--- config.mk ---
export PLATFORM = sky130hd
export DESIGN_NAME = i2c_slave
export DESIGN_NICKNAME = d
export VERILOG_FILES = /design/src/rtl/i2c_slave.sv
export SDC_FILE = /design/constraint.sdc
export NUM_CORES = 1
export LEC_CHECK = 0
export ABC_AREA = 1
export ABC_CLOCK_PERIOD_IN_PS = 2100
export CAP_MARGIN = 10
export CORE_UTILIZATION = 52
export CTS_CLUSTER_SIZE = 16
export DETAILED_ROUTE_END_ITERATION = 10
export GPL_ROUTABILITY_DRIVEN = 1
export PLACE_DENSITY_LB_ADDON = 0.3
export SETUP_SLACK_MARGIN = 0.4
export SYNTH_ARGS = -nofsm -noshare
export SYNTH_HDL_FRONTEND = slang
export SYNTH_SLANG_ARGS = --single-unit
--- constraint.sdc ---
create_clock -name clk_i -period 2.1 [get_ports clk_i]
set_input_delay 0.42 -clock clk_i [delete_from_list [all_inputs] [get_ports clk_i]]
set_output_delay 0.42 -clock clk_i [all_outputs]
set_load 0.03 [all_outputs]
--- src/rtl/i2c_slave.sv ---
// rtl/i2c_slave.sv - I2C target (slave) with synchronised SCL/SDA, 7-bit addressing, byte write/read handshakes
// Optional feature macro: I2C_SLAVE_GEN_CALL_EN (also ACK general-call address 7'h00 with R/W = 0 as a write).
module i2c_slave #(
    parameter int  SYNC_STAGES = 2,
    localparam int DATA_WIDTH  = 8,
    localparam int ADDR_WIDTH  = 7
) (
    input  logic                  clk_i,
    input  logic                  s_rst_i,
    input  logic [ADDR_WIDTH-1:0] self_addr_i,
    input  logic                  scl_i,
    input  logic                  sda_i,
    output logic                  sda_o,
    output logic                  busy_o,
    output logic                  dir_o,
    output logic [DATA_WIDTH-1:0] wr_data_o,
    output logic                  wr_valid_o,
    output logic                  rd_req_o,
    input  logic [DATA_WIDTH-1:0] rd_data_i
);

    // Fewer than two synchroniser flops is never safe, so clamp the depth.
    localparam int STAGES = (SYNC_STAGES < 2) ? 2 : SYNC_STAGES;

    typedef enum logic [2:0] {
        IDLE,
        ADDR,
        ADDR_ACK,
        WRITE,
        WRITE_ACK,
        READ,
        READ_ACK,
        IGNORE
    } state_t;

    logic [STAGES-1:0]     scl_sync_q;
    logic [STAGES-1:0]     sda_sync_q;
    logic                  scl_prev_q;
    logic                  sda_prev_q;

    state_t                state_q, state_d;
    logic [2:0]            bit_cnt_q, bit_cnt_d;
    logic [DATA_WIDTH-1:0] shift_q, shift_d;
    logic                  ack_phase_q, ack_phase_d;
    logic                  sda_q, sda_d;
    logic                  busy_q, busy_d;
    logic                  dir_q, dir_d;
    logic [DATA_WIDTH-1:0] wr_data_q, wr_data_d;
    logic                  wr_valid_q, wr_valid_d;
    logic                  rd_req_q, rd_req_d;

    logic                  scl_s;
    logic                  sda_s;
    logic                  scl_rise;
    logic                  scl_fall;
    logic                  start_det;
    logic                  stop_det;
    logic [DATA_WIDTH-1:0] rx_byte;
    logic                  addr_match;

    // Synchronise the raw bus lines and keep one cycle of history for edge detection.
    always_ff @(posedge clk_i) begin
        if (s_rst_i) begin
            scl_sync_q <= '1;
            sda_sync_q <= '1;
            scl_prev_q <= 1'b1;
            sda_prev_q <= 1'b1;
        end else begin
            scl_sync_q <= {scl_sync_q[STAGES-2:0], scl_i};
            sda_sync_q <= {sda_sync_q[STAGES-2:0], sda_i};
            scl_prev_q <= scl_sync_q[STAGES-1];
            sda_prev_q <= sda_sync_q[STAGES-1];
        end
    end

    assign scl_s     = scl_sync_q[STAGES-1];
    assign sda_s     = sda_sync_q[STAGES-1];
    assign scl_rise  = scl_s & ~scl_prev_q;
    assign scl_fall  = ~scl_s & scl_prev_q;
    assign start_det = scl_s & scl_prev_q & sda_prev_q & ~sda_s;
    assign stop_det  = scl_s & scl_prev_q & ~sda_prev_q & sda_s;
    assign rx_byte   = {shift_q[DATA_WIDTH-2:0], sda_s};

`ifdef I2C_SLAVE_GEN_CALL_EN
    assign addr_match = (rx_byte[7:1] == self_addr_i) ||
                        ((rx_byte[7:1] == 7'h00) && !rx_byte[0]);
`else
    assign addr_match = (rx_byte[7:1] == self_addr_i);
`endif

    // State and output registers.
    always_ff @(posedge clk_i) begin
        if (s_rst_i) begin
            state_q     <= IDLE;
            bit_cnt_q   <= 3'd0;
            shift_q     <= '0;
            ack_phase_q <= 1'b0;
            sda_q       <= 1'b1;
            busy_q      <= 1'b0;
            dir_q       <= 1'b0;
            wr_data_q   <= '0;
            wr_valid_q  <= 1'b0;
            rd_req_q    <= 1'b0;
        end else begin
            state_q     <= state_d;
            bit_cnt_q   <= bit_cnt_d;
            shift_q     <= shift_d;
            ack_phase_q <= ack_phase_d;
            sda_q       <= sda_d;
            busy_q      <= busy_d;
            dir_q       <= dir_d;
            wr_data_q   <= wr_data_d;
            wr_valid_q  <= wr_valid_d;
            rd_req_q    <= rd_req_d;
        end
    end

    // Next-state logic: STOP and START override every state; otherwise bits move on SCL edges.
    // ack_phase marks the second half of an ACK bit (ACK driven, or controller ACK seen).
    always_comb begin
        state_d     = state_q;
        bit_cnt_d   = bit_cnt_q;
        shift_d     = shift_q;
        ack_phase_d = ack_phase_q;
        sda_d       = sda_q;
        busy_d      = busy_q;
        dir_d       = dir_q;
        wr_data_d   = wr_data_q;
        wr_valid_d  = 1'b0;
        rd_req_d    = 1'b0;

        if (stop_det) begin
            state_d     = IDLE;
            sda_d       = 1'b1;
            busy_d      = 1'b0;
            ack_phase_d = 1'b0;
        end else if (start_det) begin
            state_d     = ADDR;
            bit_cnt_d   = 3'd0;
            sda_d       = 1'b1;
            busy_d      = 1'b0;
            ack_phase_d = 1'b0;
        end else begin
            case (state_q)
                ADDR: begin
                    if (scl_rise) begin
                        shift_d = rx_byte;
                        if (bit_cnt_q == 3'd7) begin
                            bit_cnt_d = 3'd0;
                            if (addr_match) begin
                                dir_d       = rx_byte[0];
                                busy_d      = 1'b1;
                                ack_phase_d = 1'b0;
                                state_d     = ADDR_ACK;
                            end else begin
                                state_d = IGNORE;
                            end
                        end else begin
                            bit_cnt_d = bit_cnt_q + 3'd1;
                        end
                    end
                end
                ADDR_ACK: begin
                    if (scl_fall) begin
                        if (!ack_phase_q) begin
                            sda_d       = 1'b0;
                            ack_phase_d = 1'b1;
                        end else begin
                            ack_phase_d = 1'b0;
                            bit_cnt_d   = 3'd0;
                            if (dir_q) begin
                                state_d = READ;
                                shift_d = rd_data_i;
                                sda_d   = rd_data_i[7];
                            end else begin
                                state_d = WRITE;
                                sda_d   = 1'b1;
                            end
                        end
                    end else if (scl_rise && ack_phase_q && dir_q) begin
                        rd_req_d = 1'b1;
                    end
                end
                WRITE: begin
                    if (scl_rise) begin
                        shift_d = rx_byte;
                        if (bit_cnt_q == 3'd7) begin
                            wr_data_d   = rx_byte;
                            wr_valid_d  = 1'b1;
                            bit_cnt_d   = 3'd0;
                            ack_phase_d = 1'b0;
                            state_d     = WRITE_ACK;
                        end else begin
                            bit_cnt_d = bit_cnt_q + 3'd1;
                        end
                    end
                end
                WRITE_ACK: begin
                    if (scl_fall) begin
                        if (!ack_phase_q) begin
                            sda_d       = 1'b0;
                            ack_phase_d = 1'b1;
                        end else begin
                            sda_d       = 1'b1;
                            ack_phase_d = 1'b0;
                            bit_cnt_d   = 3'd0;
                            state_d     = WRITE;
                        end
                    end
                end
                READ: begin
                    if (scl_fall) begin
                        if (bit_cnt_q == 3'd7) begin
                            sda_d       = 1'b1;
                            bit_cnt_d   = 3'd0;
                            ack_phase_d = 1'b0;
                            state_d     = READ_ACK;
                        end else begin
                            sda_d     = shift_q[DATA_WIDTH-2];
                            shift_d   = {shift_q[DATA_WIDTH-2:0], 1'b0};
                            bit_cnt_d = bit_cnt_q + 3'd1;
                        end
                    end
                end
                READ_ACK: begin
                    if (scl_rise && !ack_phase_q) begin
                        if (sda_s) begin
                            state_d = IGNORE;
                            sda_d   = 1'b1;
                            busy_d  = 1'b0;
                        end else begin
                            rd_req_d    = 1'b1;
                            ack_phase_d = 1'b1;
                        end
                    end else if (scl_fall && ack_phase_q) begin
                        ack_phase_d = 1'b0;
                        bit_cnt_d   = 3'd0;
                        shift_d     = rd_data_i;
                        sda_d       = rd_data_i[7];
                        state_d     = READ;
                    end
                end
                default: begin
                    sda_d = 1'b1;
                end
            endcase
        end
    end

    assign sda_o      = sda_q;
    assign busy_o     = busy_q;
    assign dir_o      = dir_q;
    assign wr_data_o  = wr_data_q;
    assign wr_valid_o = wr_valid_q;
    assign rd_req_o   = rd_req_q;

endmodule

==> results by group <==
Global route
  – GRT overflow: 0
  – Number of global-route vias before repair: about 1.8k
  – Global-route wire length before repair: 8220 um
  – Gr usage total: 30.3%
  – Initial antenna violation count: 0
  – Largest net degree at the start of global routing: 17

Synth
  – Synthesis Warnings: 0
  – Mean post-synth cell area: between 5 and 6 um^2
  – Syn Nets: 334
  – Top cells by area, synth: dfxtp_1 35%, nand2_1 20%, nor2_1 11%
  – Ys flop type: dfxtp_1
  – Unique masters post-synth: 23
  – Synth top area share: around a third
  – Register area share after synthesis: 35.3%
  – Gate Count Post-Synth: 313
  – Post-synthesis async set-or-reset flop share: 0%
  – Synth area leader: dfxtp_1
  – Most used standard cell by instance count after synthesis: nand2_1
  – Area of the mapped netlist: 1870 um^2
  – EDFF count, synth: 0
  – Commonest cells in the netlist: 100 x nand2_1, 57 x nor2_1, 33 x dfxtp_1
  – #FFs+latches synth: 33

CTS
  – CTS HTree Levels: 2
  – Deepest clock path buffer count: 2
  – Clock slew at reported path FFs: ~0.12 ns
  – CTS Root Cell: clkbuf_4
  – Clk_lat worst skew: 0.36 ns
  – Inserted Clock Buffers: 5
  – CTS tree: done
  – # clock sinks: 33

Power
  – Power Density: 1280 nW/um^2
  – Int Power: roughly 0.0015 W
  – Clock network power share: 12.8%
  – Peak supply drop: between 500 and 600 uV
  – Reg power frac: 29.2%
  – Sw frac: ~50%
  – Leakage power: 1.21 nW
  – Gate power share: 58.1%
  – Net Sw Power: ~0.0015 W

Layout
  – Final Cell Area: 2400 um^2
  – Share of layout cells above drive strength 1: between 10% and 20%
  – Multi-input gate area: 1140 um^2
  – Fin cells: 397
  – P&R area growth vs syn: 28.0%
  – Total area of sequential cells: 669 um^2
  – Nets: between 300 and 400
  – # diodes: 0
  – Filler instances: 292

Floorplan
  – Starting Density: a little under three fifths
  – Die W: 62.0 um
  – Die ar.: 3840 um^2
  – # IOs: 32
  – Die Y: 62.0 um
  – Core Footprint: 3390 um^2
  – # rows: 21

Setup path
  – Critical Path Fanout Max: 5
  – Critical Path AT: 1.87 ns
  – CP dominant cell by count: nand2_1
  – CP max stage delay: around 0.43 ns
  – Setup CP Type: reg -> reg
  – Crit-path cells: inv_2 -> nand2_1 -> nand2_2 -> nand2_1 -> nand2_1 -> o21ai_2 -> nand2_1 -> a21oi_1 -> nor2_1
  – CP Launch Type: register
  – Slowest-stage cell, CP: dfxtp_1
  – CP Capture Type: register
  – WP data required: 2.36 ns

Drt
  – Via density: 5.30
  – Drc violations: 0
  – WL/cell: 13.4 um
  – First-iteration detailed-routing DRC count: 148
  – WL final: about 5300 um
  – DR vias: 2104
  – Final ANT Viol Nets: 0
  – DR pass1 iterations: 6

STA
  – Worst-margin pin slew: ~0.44 ns
  – Worst Skew: 0.0165 ns
  – Fin. max-slew vios: 0
  – Final Setup Violations: 0
  – Period minus WS final: 1.62 ns
  – Unrepaired setup endpoints after global routing: no
  – Fmax: 619 MHz
  – Rel. slew slack: 70.5%
  – Final worst setup slack: 0.484 ns
  – Final hold vios: 0
  – Setup_tns: 0 ns
  – Final hold slack: 0.430 ns
  – Final worst-path cycle share: approximately three quarters

Min path
  – Worst Hold Class: reg -> reg

Flow run
  – Max-Cap Viols: 0

Placement
  – Hpwl dp: 3960 um
  – Placed Cells: 388
  – Placer congestion estimate: 0.972
  – DP Worst Slack: between 0.2 and 0.25 ns
  – Port bufs: 31
  – Area after DPL: 2230 um^2

Status
  – Status: complete, no violations
[timing repair]
action,4_1_cts,5_1_grt
buffers inserted,0,2
hold buffers,0,0
gates resized for setup,18,29
cloned,0,0
setup endpoints to repair,28,24
pin swaps,0,3
[cell usage in the layout, fill, tap and decap left out, drive strengths merged]
master,Yosys,routed
nand2,103,103
nor2,60,60
inv,35,35
dfxtp,33,33
o21ai,28,28
nand3,20,20
clkdlybuf4s50,0,18
a21oi,16,16
dlygate4sd2,0,13
clkbuf,3,6
buf,3,6
or2,4,4
nor3,3,3
ha,2,2
or3,1,1
o21bai,1,1
o2111ai,1,1
clkinvlp,0,1
[per-stage QoR]
step           utilization (%)  power (W)
2_1_floorplan                -    0.00208
3_5_place_dp              65.9    0.00244
5_1_grt                   70.7    0.00334
3_3_place_gp              65.9    0.00243
6_report                  70.7    0.00308
4_1_cts                   67.7    0.00288
[layout make-up]
type,count,area share (%)
Multi-Input combinational cell,239,47.4
Sequential cell,33,27.9
Timing Repair Buffer,37,14.3
Inverter,35,5.48
Tap cell,46,2.40
Clock buffer,6,2.14
Clock inverter,1,0.313
[critical path, delay by kind of cell, from the launching register on]
kind,cells,cell delay [ns]
buffers and inverters,1,0.09
AND/OR/NAND/NOR,6,0.60
flip-flops,1,0.43
AO/OA/AOI/OAI,2,0.39
[path summary, 6_finish.rpt]
| check | startpoint | to | slack [ns] | depth (start not counted) |
|---|---|---|---|---|
| min reg2reg | sda_sync_q[0] | sda_sync_q[1] | 0.43 | 1 |
| min | sda_sync_q[0] | sda_sync_q[1] | 0.43 | 1 |
| max reg2reg | state_q[2] | bit_cnt_q[2] | 0.48 | 9 |
| max | state_q[2] | bit_cnt_q[2] | 0.48 | 9 |
[flip-flops by register name, summed over array words and instances (netlist names)]
register,cells
ack_phase_q,1
dir_o,1
wr_data_o,8
state_q,3
sda_sync_q,2
busy_o,1
wr_valid_o,1
scl_sync_q,2
scl_prev_q,1
sda_prev_q,1
shift_q,7
bit_cnt_q,3
rd_req_o,1
sda_o,1
[power by group through the flow]
stage               logic (W)  clock network, W  registers, W
floorplan             0.00121                 0      0.000864
global placement      0.00155                 0      0.000880
detailed placement    0.00156                 0      0.000885
finish                0.00179          0.000393      0.000897
global route          0.00202          0.000415      0.000911
CTS                   0.00162          0.000388      0.000871
[logic make-up after synthesis]
family,synth area share [%]
AND/OR/NAND/NOR,41.8
AO/OA/AOI/OAI,12.6
buffers and inverters,8.89
flip-flops,35.3
adder cells (fa/ha/maj),1.34
[layer usage]
| layer | share of wire [%] | wire [um] | GRT usage (%) |
|---|---|---|---|
| met1 | 44 | 2360 | 41.6 |
| met4 | 2.7 | 141 | 10.8 |
| met2 | 44 | 2360 | 45.6 |
| met5 | 0 | 0 | 0 |
| met3 | 8.6 | 456 | 8.07 |
Note: power is estimated with default switching activity, not from simulation.
